`src/rtl/ni_pkg.sv`:
```
// Shared NI definitions: default payload/destination widths, arbiter state
// encoding and a constant-friendly ceil(log2) helper.
package ni_pkg;

  localparam int NI_DATA_W = 32;
  localparam int NI_ADDR_W = 2;

  typedef enum logic [1:0] {
    IDLE  = 2'b00,
    OFFER = 2'b01,
    HOLD  = 2'b10,
    DRAIN = 2'b11
  } arb_state_t;

  // Index width for 'value' items; never narrower than one bit.
  function automatic int clog2(input int value);
    int result;
    result = 1;
    while ((1 << result) < value) result++;
    return result;
  endfunction

endpackage

```
`src/rtl/rr_arb_pick.sv`:
```
// Combinational round-robin pick: first eligible bit at or above ptr,
// wrapping modulo N. Shared by the transmit arbiter and future demuxes.
module rr_arb_pick
  import ni_pkg::*;
#(
  parameter int N = 4
) (
  input  logic [N-1:0]          eligible,
  input  logic [clog2(N)-1:0]   ptr,
  output logic [clog2(N)-1:0]   winner,
  output logic                  any_valid
);

  localparam int PW = clog2(N);

  logic [PW:0] idx;

  // Scan from the farthest offset down so the nearest eligible bit wins.
  always_comb begin
    winner    = '0;
    any_valid = 1'b0;
    idx       = '0;
    for (int off = N - 1; off >= 0; off--) begin
      idx = {1'b0, ptr} + (PW + 1)'(off);
      if (idx >= (PW + 1)'(N)) idx = idx - (PW + 1)'(N);
      if (eligible[idx[PW-1:0]]) begin
        winner    = idx[PW-1:0];
        any_valid = 1'b1;
      end
    end
  end

endmodule

```
`src/rtl/ni_tx_arbiter.sv`:
```
// Round-robin arbiter sharing one NI injection port among NUM_REQ requesters.
// One captured word is offered at a time; HOLD skips the NI's stale ready and
// DRAIN waits for the NI to finish sending before the next grant.
module ni_tx_arbiter
  import ni_pkg::*;
#(
  parameter int NUM_REQ = 4,
  parameter int DATA_W  = NI_DATA_W,
  parameter int ADDR_W  = NI_ADDR_W,
  parameter int TIMEOUT = 255
) (
  input  logic                        clk,
  input  logic                        rst,
  input  logic [NUM_REQ-1:0]          req_valid,
  input  logic [NUM_REQ*DATA_W-1:0]   req_data,
  input  logic [NUM_REQ*ADDR_W-1:0]   req_dest,
  input  logic [NUM_REQ-1:0]          req_en,
  output logic [NUM_REQ-1:0]          req_ack,
  output logic [DATA_W-1:0]           ni_data_in,
  output logic [ADDR_W-1:0]           ni_dest_add,
  output logic                        ni_proc_valid,
  input  logic                        ni_proc_ready,
  output logic [clog2(NUM_REQ)-1:0]   grant_id,
  output logic                        busy,
  output logic                        err_timeout
);

  localparam int ID_W = clog2(NUM_REQ);
  localparam logic [15:0]     TIMER_LAST = 16'(TIMEOUT - 1);
  localparam logic [ID_W-1:0] LAST_ID    = ID_W'(NUM_REQ - 1);

  arb_state_t state_reg, state_next;
  logic [ID_W-1:0]    rr_ptr_reg, rr_ptr_next;
  logic [15:0]        timer_reg, timer_next;
  logic [NUM_REQ-1:0] ack_reg, ack_next;
  logic [DATA_W-1:0]  data_reg, data_next;
  logic [ADDR_W-1:0]  dest_reg, dest_next;
  logic               valid_reg, valid_next;
  logic [ID_W-1:0]    grant_reg, grant_next;
  logic               busy_reg, busy_next;
  logic               err_reg, err_next;

  logic [DATA_W-1:0]  data_arr [NUM_REQ];
  logic [ADDR_W-1:0]  dest_arr [NUM_REQ];
  logic [NUM_REQ-1:0] eligible;
  logic [ID_W-1:0]    pick_id;
  logic               pick_any;

  genvar gi;
  generate
    for (gi = 0; gi < NUM_REQ; gi++) begin : g_unpack
      assign data_arr[gi] = req_data[gi*DATA_W +: DATA_W];
      assign dest_arr[gi] = req_dest[gi*ADDR_W +: ADDR_W];
    end
  endgenerate

  assign eligible = req_valid & req_en;

  rr_arb_pick #(.N(NUM_REQ)) u_pick (
    .eligible  (eligible),
    .ptr       (rr_ptr_reg),
    .winner    (pick_id),
    .any_valid (pick_any)
  );

  // State register.
  always_ff @(posedge clk or posedge rst) begin
    if (rst) state_reg <= IDLE;
    else     state_reg <= state_next;
  end

  // Datapath and output registers.
  always_ff @(posedge clk or posedge rst) begin
    if (rst) begin
      rr_ptr_reg <= '0;
      timer_reg  <= '0;
      ack_reg    <= '0;
      data_reg   <= '0;
      dest_reg   <= '0;
      valid_reg  <= 1'b0;
      grant_reg  <= '0;
      busy_reg   <= 1'b0;
      err_reg    <= 1'b0;
    end else begin
      rr_ptr_reg <= rr_ptr_next;
      timer_reg  <= timer_next;
      ack_reg    <= ack_next;
      data_reg   <= data_next;
      dest_reg   <= dest_next;
      valid_reg  <= valid_next;
      grant_reg  <= grant_next;
      busy_reg   <= busy_next;
      err_reg    <= err_next;
    end
  end

  // Next-state and next-output decode; ack is a pulse so it defaults low.
  always_comb begin
    state_next  = state_reg;
    rr_ptr_next = rr_ptr_reg;
    timer_next  = timer_reg;
    ack_next    = '0;
    data_next   = data_reg;
    dest_next   = dest_reg;
    valid_next  = valid_reg;
    grant_next  = grant_reg;
    busy_next   = busy_reg;
    err_next    = err_reg;
    case (state_reg)
      IDLE: begin
        if (pick_any) begin
          data_next         = data_arr[pick_id];
          dest_next         = dest_arr[pick_id];
          ack_next[pick_id] = 1'b1;
          grant_next        = pick_id;
          rr_ptr_next       = (pick_id == LAST_ID) ? '0 : pick_id + 1'b1;
          valid_next        = 1'b1;
          busy_next         = 1'b1;
          timer_next        = '0;
          state_next        = OFFER;
        end
      end
      OFFER: begin
        if (ni_proc_ready) begin
          valid_next = 1'b0;
          state_next = HOLD;
        end else begin
          if (timer_reg != 16'hFFFF) timer_next = timer_reg + 16'd1;
          if (timer_reg == TIMER_LAST) err_next = 1'b1;
        end
      end
      // Ready seen here is the NI's pre-accept value; ignore it.
      HOLD: state_next = DRAIN;
      DRAIN: begin
        if (ni_proc_ready) begin
          busy_next  = 1'b0;
          state_next = IDLE;
        end
      end
      default: state_next = IDLE;
    endcase
  end

  assign req_ack       = ack_reg;
  assign ni_data_in    = data_reg;
  assign ni_dest_add   = dest_reg;
  assign ni_proc_valid = valid_reg;
  assign grant_id      = grant_reg;
  assign busy          = busy_reg;
  assign err_timeout   = err_reg;

endmodule

```
`config.mk`:
```
export PLATFORM = sky130hd
export DESIGN_NAME = ni_tx_arbiter
export DESIGN_NICKNAME = d
export VERILOG_FILES = /design/src/rtl/ni_pkg.sv /design/src/rtl/rr_arb_pick.sv /design/src/rtl/ni_tx_arbiter.sv
export SDC_FILE = /design/constraint.sdc
export NUM_CORES = 1
export LEC_CHECK = 0
export CAP_MARGIN = 40
export CELL_PAD_IN_SITES_DETAIL_PLACEMENT = 1
export CELL_PAD_IN_SITES_GLOBAL_PLACEMENT = 2
export CORE_ASPECT_RATIO = 0.5
export CORE_MARGIN = 2
export CORE_UTILIZATION = 26
export DETAILED_ROUTE_END_ITERATION = 12
export PLACE_DENSITY_LB_ADDON = 0.1
export SLEW_MARGIN = 20
export SYNTH_ARGS = -nofsm -noshare
export SYNTH_HDL_FRONTEND = slang
export SYNTH_HIERARCHICAL = 1
export SYNTH_SLANG_ARGS = --single-unit
```
`constraint.sdc`:
```
create_clock -name clk -period 5.45 [get_ports clk]
set_clock_uncertainty 0.05 [all_clocks]
set_input_delay 0.8175 -clock clk [delete_from_list [all_inputs] [get_ports clk]]
set_output_delay 0.8175 -clock clk [all_outputs]
set_load 0.02 [all_outputs]
```
After elaboration in Yosys (flattened, before gate mapping)
Index checks and enable logic that the tools add are counted.

Output and inout port bits: 43. Flip-flop bits (word level): 63. Word-level logic and storage cells: 97.

Reduce and logical (&&, ||, !) cells: 10. Mux-type cells: 43. Equality and inequality tests: 11. $add $sub $neg: 9. Bitwise logic cells: 3. Magnitude comparators: 11.

Operators with widths (number): binary-select mux 32 bit (select 2 bit) (1); 2-to-1 mux 32 bit (2); 2-to-1 mux 16 bit (3); one-hot mux 16 bit (2 select lines) (1); 2-to-1 mux 2 bit (14); adder 16 x 1 -> 16 bit, second input constant (1); == test 16 x 8 -> 1 bit, second input constant (1); != test 16 bit, second input constant (1); < comparator 2 x 3 -> 1 bit, second input constant (5); greater-or-equal comparator 3 bit, second input constant (4); AND reduction 3 bit (4); 2-to-1 mux 1 bit (11); != test 2 bit, second input constant (5); binary-select mux 1 bit (select 2 bit) (4); 2-to-1 mux 4 bit (2); one-hot mux 2 bit (4 select lines) (1); subtractor 2 x 1 -> 2 bit, second input constant (4); adder 2 x 2 -> 3 bit, second input constant (2); == test 2 bit, second input constant (3); bitwise AND 4 bit (1); binary-select mux 2 bit (select 2 bit) (1); one-hot mux 1 bit (2 select lines) (2); AND reduction 4 bit (1); nonzero test 2 bit (2); 11 further kinds (11).

Longest topological paths before layout
Gate-level depths: netlist of run 1.

Word-level depth: 15. Gate-level depth with buffers: 9. Mapped depth without buffers: 7.

Cells and area by module
Netlist of run 1, hierarchy kept.

Modules (own cells, without submodules): ni_tx_arbiter (seq. area each 1576.5 um^2, cells each 291, times used 1, area an instance 3723.6 um^2); rr_arb_pick (seq. area each 0.0 um^2, cells each 13, times used 1, area an instance 77.6 um^2).

Least setup slack after synthesis of run 1
OpenSTA, ideal clock, no wires.

Path type: in2reg. Start: input req_valid[3]. End: register data_reg[0], in the netlist ni_data_in[0]. Setup slack: 2573 ps. Buffers on the path: 2. Required time: 5275 ps. Arrival: 2703 ps. Stages: 7. Setup time: 125 ps. Cells stage by stage: and2_1 -> mux2i_1 -> a211oi_2 -> buf_2 -> buf_2 -> mux4_2 -> mux2_2.

Cells in the longest elaborated chain, start to end: 11.

Ends and longest elaborated chain: from (decl) (RTL line ni_tx_arbiter.sv:14) `input logic [NUM_REQ-1:0] req_valid,`; bitwise AND 4 bit (*) (RTL line ni_tx_arbiter.sv:57) `assign eligible = req_valid & req_en;`; binary-select mux 1 bit (select 2 bit) (RTL line rr_arb_pick.sv:26) `if (eligible[idx[PW-1:0]]) begin`; 2-to-1 mux 1 bit (not written as such) (RTL line rr_arb_pick.sv:26); 2-to-1 mux 2 bit (3 in series) (RTL line rr_arb_pick.sv:26); 2-to-1 mux 2 bit (*) (RTL line rr_arb_pick.sv:26); via pick_id[0] (RTL line ni_tx_arbiter.sv:46) `logic [ID_W-1:0] pick_id;`; inverter 2 -> 3 bit (not written as such) (*) (RTL line ni_tx_arbiter.sv:112) `data_next = data_arr[pick_id];`; binary-select mux 32 bit (select 2 bit) (*) (RTL line ni_tx_arbiter.sv:112); 2-to-1 mux 32 bit (not written as such) (*) (2 in series) (RTL line ni_tx_arbiter.sv:112); to (signal assigned) (RTL line ni_tx_arbiter.sv:88) `data_reg <= data_next;`; to (decl) (RTL line ni_tx_arbiter.sv:36) `logic [DATA_W-1:0] data_reg, data_next;`.

The timed path passes the listed nets; every way through them passes the cells marked *. The select of a mux whose other input is x is not followed. A chain may end at the register's enable or synchronous reset.

Worst setup path in the final report of run 1
Start: input req_valid[3]. End: register dest_reg[0], in the netlist ni_dest_add[0].

Cells in the longest elaborated chain, start to end: 11.

Ends and longest elaborated chain: bitwise AND 4 bit (*) (RTL line ni_tx_arbiter.sv:57); via eligible[3] (RTL line ni_tx_arbiter.sv:45) `logic [NUM_REQ-1:0] eligible;`; binary-select mux 1 bit (select 2 bit) (RTL line rr_arb_pick.sv:26); 2-to-1 mux 1 bit (not written as such) (RTL line rr_arb_pick.sv:26); 2-to-1 mux 2 bit (3 in series) (RTL line rr_arb_pick.sv:26); 2-to-1 mux 2 bit (*) (RTL line rr_arb_pick.sv:26); via pick_id[0] (RTL line ni_tx_arbiter.sv:46); inverter 2 -> 3 bit (not written as such) (*) (RTL line ni_tx_arbiter.sv:113) `dest_next = dest_arr[pick_id];`; binary-select mux 2 bit (select 2 bit) (*) (RTL line ni_tx_arbiter.sv:113); 2-to-1 mux 2 bit (not written as such) (*) (2 in series) (RTL line ni_tx_arbiter.sv:113); to (signal assigned) (RTL line ni_tx_arbiter.sv:89) `dest_reg <= dest_next;`; to (decl) (RTL line ni_tx_arbiter.sv:37) `logic [ADDR_W-1:0] dest_reg, dest_next;`.

Marked as above.

==> results of run 1 <==
==> cell type report <==
type	count	share of cell area, %
tap	198	3.936
clock inverter	3	0.6361
clock buffer	13	4.293
timing repair buffer	195	31.48
sequential	63	25.04
multi-input combinational	212	34.01
inverter	10	0.5963
==> cells in the mapped netlist (4+ instances only) <==
library cell  number  share of area, %
mux2_2            37                11
buf_1              4              0.39
nand2_1           22               2.2
nor3_1             5              0.66
nor2_1             8              0.79
buf_2              5              0.66
dfrtp_1           63                41
mux4_2            34                20
inv_1             10              0.99
nand2b_1           6              0.99
clkbuf_1           9              0.89
and3_1             4              0.66
and2_1             7               1.2
ha_1              10               3.3
o31ai_1            9               1.8
nand3_1            8               1.1
nand4_1            4              0.66
o21ai_0           20               2.6
==> path summary, 6_finish.rpt <==
kind                            slack [ps]  cells past startpoint                       from                    endpoint
worst max-delay path                  2300                      7               req_valid[3]  ni_dest_add[0]$_DFFE_PP0P_
worst min-delay path                   420                      1    err_timeout$_DFFE_PP0P_     err_timeout$_DFFE_PP0P_
worst max register to register        2930                      5  rr_ptr_reg[1]$_DFFE_PP0P_  ni_dest_add[0]$_DFFE_PP0P_
worst min register to register         420                      1    err_timeout$_DFFE_PP0P_     err_timeout$_DFFE_PP0P_
max in group asynchronous             3730                      4                        rst   ni_data_in[0]$_DFFE_PP0P_
min in group asynchronous              760                      2                        rst            busy$_DFFE_PP0P_
==> metrics by stage <==
step,cells,util (%)
2_1_floorplan,304,-
3_3_place_gp,675,41.06
3_5_place_dp,678,41.59
4_1_cts,694,43.74
5_1_grt,694,43.74
6_report,694,43.74
==> routing by layer <==
layer / share of wire, % / up-vias
met2: 50 / 81
li1: - / 1541
met4: 0.87 / 4
met5: 0.21 / -
met3: 8.3 / 11
met1: 40 / 1683
==> logic make-up after synthesis <==
kind of cell | share of synthesized area, %
and+or+nand+nor | 11.88
DFF | 41.47
adders and majority gates | 3.292
AOI/OAI and AO/OA | 8.657
buffers and inverters | 3.061
muxes | 31.63
==> power groups by stage <==
stage          Sequential, mW  Clock [mW]  Combinational (mW)
2_1_floorplan           0.943           0               0.577
3_5_place_dp            0.778           0                1.36
3_3_place_gp            0.772           0                1.34
6_report                0.771       0.598                1.34
4_1_cts                 0.775       0.622                1.37
5_1_grt                 0.801       0.639                1.45
==> results.sh, run 1 <==
export IMPL_cts_tree="built"
export IMPL_fin_tns_setup_ps=0
export IMPL_path_max_fanout=38
export IMPL_setup_violations=0
export IMPL_core_region_area_um2=14390
export IMPL_antenna_found_initial=2
export IMPL_finalWorstSetupSlack_ps=2298
export IMPL_nets=648
export IMPL_drc=0
export IMPL_p_comb_share_pct=49.4
export IMPL_synth_async_reset_ratio_pct=100.0
export IMPL_max_stage_delay_ps=610
export IMPL_pwr_share_seq_pct=28.5
export IMPL_met2_usage_pct=30.61
export IMPL_hold_violations=0
export IMPL_antenna_cells=0
export IMPL_overflow=0
export IMPL_clock_latency_ps=330
export IMPL_min_path_type="reg2reg"
export IMPL_layout_common_cells="189 x clkdlybuf4s50_1, 63 x dfrtp_1, 37 x mux2_2, 34 x mux4_2, 21 x nand2_1"
export IMPL_largest_reg_flops=32
export IMPL_wl_per_cell_um=18.70
export IMPL_via_per_inst=4.784
export IMPL_first_pass_iters=4
export IMPL_final_common_cell="clkdlybuf4s50_1"
export IMPL_hpwl_mm=10.16
export IMPL_cp_data_required_time_ps=5610
export IMPL_die_h_um=89.50
export IMPL_grt_use_met3_pct=8.206
export IMPL_yosysSeqAreaShare_pct=41.47
export IMPL_numCtsBuffers=9
export IMPL_syn_avg_cell_area_um2=12.50
export IMPL_cts_reportedPaths_clkPinSlew_ps=50
export IMPL_cap_violations=0
export IMPL_grt_start_max_net_pins=39
export IMPL_crit_buf_inv=2
export IMPL_min_period_ps=3152
export IMPL_fp_row_count=31
export IMPL_cp_end_kind="flip-flop"
export IMPL_max_freq_mhz=317.3
export IMPL_io_pins=190
export IMPL_postCtsHoldBufs=0
export IMPL_initial_core_util_pct=26.42
export IMPL_fin_crit_sh_pct=57.83
export IMPL_max_slew_margin_pct=52.22
export IMPL_p_leak_nw=2.444
export IMPL_root_buffer="clkbuf_16"
export IMPL_clockBufferDepth=2
export IMPL_crit_chain="clkdlybuf4s50_1, and2_1, mux2i_1, a211oi_4, buf_4, mux4_2, mux2_2"
export IMPL_total_power_mw=2.708
export IMPL_grt_most_used_layer="met2"
export IMPL_vias=3320
export IMPL_synth_distinct_cells=44
export IMPL_ant_nets=0
export IMPL_place_congestion=0.7213
export IMPL_crit_family="buffers and inverters"
export IMPL_p_clk_share_pct=22.1
export IMPL_wirelength_mm=12.98
export IMPL_syn_inst=304
export IMPL_post_cts_buffers=0
export IMPL_slew_viol_final=0
export IMPL_ctsHtreeMaxLevel=3
export IMPL_peakVddDrop_mv=0.2285
export IMPL_tightest_slew_ps=711.3
export IMPL_final_layout_size_suffix_gt1_share_pct=20.97
export IMPL_synth_edf_count=0
export IMPL_powerDensity_nw_per_um2=430.1
export IMPL_grt_pass1_vias=3653
export IMPL_status="completed"
export IMPL_intPower_mw=1.744
export IMPL_rsz0062_at_grt="false"
export IMPL_cts_resized=0
export IMPL_holdWs_ps=417.3
export IMPL_port_buffer_count=189
export IMPL_fp_dieW_um=175.0
export IMPL_synth_area_um2=3801
export IMPL_ff_latch_area_um2=1577
export IMPL_sw_frac_of_total_pct=35.58
export IMPL_use_met1_pct=19.46
export IMPL_ys_ff_latch=63
export IMPL_fill_cells=1523
export IMPL_multiInputGateArea_um2=2141
export IMPL_power_switching_mw=0.9635
export IMPL_syn_to_final_growth_pct=65.60
export IMPL_synth_fp_nets=461
export IMPL_grt_pass1_wl_mm=20.07
export IMPL_finalInstanceArea_um2=6295
export IMPL_crit_type="in2reg"
export IMPL_cpMaxStageDelayCell="buf_4"
export IMPL_cts_sinks=63
export IMPL_yosys_warnings=6
export IMPL_die_area_um2=15660
export IMPL_first_iter_violations=46
export IMPL_start_kind="primary input"
export IMPL_dpl_cell_area_um2=5984
export IMPL_synth_ff_type="dfrtp_1"
export IMPL_pre_cts_ws_ps=1870
export IMPL_worstPathArrival_ps=3320
export IMPL_grt_usage_pct=17.33
(Power assumes the default switching activity.)
==> run 2, diff against run 1 <==
--- a/config.mk
+++ b/config.mk
@@ -10,7 +10,7 @@
 export CELL_PAD_IN_SITES_GLOBAL_PLACEMENT = 2
 export CORE_ASPECT_RATIO = 0.5
 export CORE_MARGIN = 2
-export CORE_UTILIZATION = 26
+export CORE_UTILIZATION = 25
 export DETAILED_ROUTE_END_ITERATION = 12
 export PLACE_DENSITY_LB_ADDON = 0.1
 export SLEW_MARGIN = 20
==> constraint.sdc (replaced) <==
create_clock -name clk -period 3 [get_ports clk]
set_clock_uncertainty 0.05 [all_clocks]
set_input_delay 0.45 -clock clk [delete_from_list [all_inputs] [get_ports clk]]
set_output_delay 0.45 -clock clk [all_outputs]
set_load 0.02 [all_outputs]
==> run 2 against run 1 <==
  * Clock power up 66%
  * Cell count up 0.58%
  * Die area up 3.9%
  * Core utilization down 0.76 points
  * Flip-flop and latch count unchanged
  * Largest cell class unchanged
==> results.sh, run 2 (synthesis results as in run 1) <==
export IMPL_max_freq_mhz=397.9
export IMPL_port_buffer_count=189
export IMPL_wirelength_mm=12.82
export IMPL_cts_reportedPaths_clkPinSlew_ps=50
export IMPL_ff_latch_area_um2=1577
export IMPL_slew_viol_final=0
export IMPL_path_max_fanout=38
export IMPL_final_layout_size_suffix_gt1_share_pct=21.00
export IMPL_hpwl_mm=9.745
export IMPL_powerDensity_nw_per_um2=774.9
export IMPL_finalWorstSetupSlack_ps=486.8
export IMPL_cap_violations=0
export IMPL_largest_reg_flops=32
export IMPL_multiInputGateArea_um2=2126
export IMPL_die_h_um=91.19
export IMPL_crit_start="req_valid[3]"
export IMPL_core_region_area_um2=14660
export IMPL_cts_resized=0
export IMPL_cts_tree="built"
export IMPL_peakVddDrop_mv=0.3333
export IMPL_first_iter_violations=102
export IMPL_tightest_slew_ps=585.9
export IMPL_max_slew_margin_pct=60.94
export IMPL_vias=3350
export IMPL_fill_cells=1572
export IMPL_ctsHtreeMaxLevel=3
export IMPL_cp_data_required_time_ps=3160
export IMPL_reg2reg_to="timer_reg[3]$_DFFE_PP0P_"
export IMPL_hold_violations=0
export IMPL_nets=653
export IMPL_clockBufferDepth=2
export IMPL_via_per_inst=4.799
export IMPL_worst_r2r_cell_count=6
export IMPL_initial_core_util_pct=25.93
export IMPL_holdWs_ps=420.2
export IMPL_worstPathArrival_ps=2670
export IMPL_grt_pass1_vias=3774
export IMPL_ant_nets=0
export IMPL_min_period_ps=2513
export IMPL_p_leak_nw=2.437
export IMPL_setup_violations=0
export IMPL_antenna_found_initial=0
export IMPL_rsz0062_at_grt="false"
export IMPL_antenna_cells=0
export IMPL_final_core_utilization_pct=42.99
export IMPL_io_pins=190
export IMPL_fp_dieW_um=178.4
export IMPL_grt_usage_pct=16.74
export IMPL_fin_crit_sh_pct=83.77
export IMPL_drc=0
export IMPL_holdPathStages=1
export IMPL_r2r_setup_slack_ps=710
export IMPL_layout_common_cells="189 x clkdlybuf4s50_1, 63 x dfrtp_1, 37 x mux2_2, 34 x mux4_2, 21 x nand2_1"
export IMPL_start_kind="primary input"
export IMPL_fin_tns_setup_ps=0
export IMPL_cts_sinks=63
export IMPL_min_path_type="reg2reg"
export IMPL_place_congestion=0.7433
export IMPL_numCtsBuffers=9
export IMPL_wl_per_cell_um=18.37
export IMPL_die_area_um2=16270
export IMPL_root_buffer="clkbuf_16"
export IMPL_grt_start_max_net_pins=64
export IMPL_grt_pass1_wl_mm=20.67
export IMPL_postCtsHoldBufs=0
export IMPL_clock_latency_ps=330
export IMPL_overflow=0
export IMPL_pre_cts_ws_ps=127.6
export IMPL_cp_endpoint="ni_data_in[24]$_DFFE_PP0P_"
export IMPL_final_common_cell="clkdlybuf4s50_1"
export IMPL_r2r_start="state_reg[1]$_DFFE_PP0P_"
export IMPL_syn_to_final_growth_pct=65.80
export IMPL_first_pass_iters=4
export IMPL_status="completed"
export IMPL_post_cts_buffers=0
export IMPL_crit_type="in2reg"
export IMPL_fp_row_count=31
export IMPL_cp_end_kind="flip-flop"
[run 2: stage by stage]
stage / cells / power (mW) / cell area [um^2]
4_1_cts: 698 / 4.988 / 6302
2_1_floorplan: 304 / 2.762 / 3801
3_5_place_dp: 683 / 3.940 / 6025
5_1_grt: 698 / 5.220 / 6302
6_report: 698 / 4.884 / 6302
3_3_place_gp: 683 / 3.917 / 6025
[run 2: power by group]
part | switching [mW] | total (mW) | internal, mW
combinational | 1.16 | 2.48 | 1.33
sequential | 0.222 | 1.41 | 1.18
clock | 0.371 | 0.995 | 0.623
total | 1.75 | 4.88 | 3.13
[run 2: layout make-up]
type / count / area share [%]
sequential: 63 / 25.01
timing repair buffer: 200 / 32.32
multi-input combinational: 212 / 33.73
inverter: 10 / 0.5956
clock buffer: 15 / 4.407
tap: 198 / 3.931
[run 2: worst min path at each step]
stage,startpoint,end,slack (ps)
4_1_cts,err_timeout$_DFFE_PP0P_,err_timeout$_DFFE_PP0P_,430
3_5_place_dp,err_timeout$_DFFE_PP0P_,err_timeout$_DFFE_PP0P_,420
3_3_place_gp,err_timeout$_DFFE_PP0P_,err_timeout$_DFFE_PP0P_,410
6_report,err_timeout$_DFFE_PP0P_,err_timeout$_DFFE_PP0P_,420
5_1_grt,err_timeout$_DFFE_PP0P_,err_timeout$_DFFE_PP0P_,460
2_1_floorplan,rr_ptr_reg[0]$_DFFE_PP0P_,rr_ptr_reg[0]$_DFFE_PP0P_,460
[run 2: metal layers]
layer	track usage [%]	share of wire (%)	up-vias
met5	0	0	-
met4	2.846	0.38	0
met3	8.794	8.9	2
met2	28.86	51	83
met1	18.58	39	1714
li1	-	-	1551
[run 2: critical path, cell delays in order]
cell,delay (ps)
clkdlybuf4s50_1,450
and2_1,180
mux2i_1,130
a211oi_4,290
buf_12,320
mux4_2,550
mux2_2,270
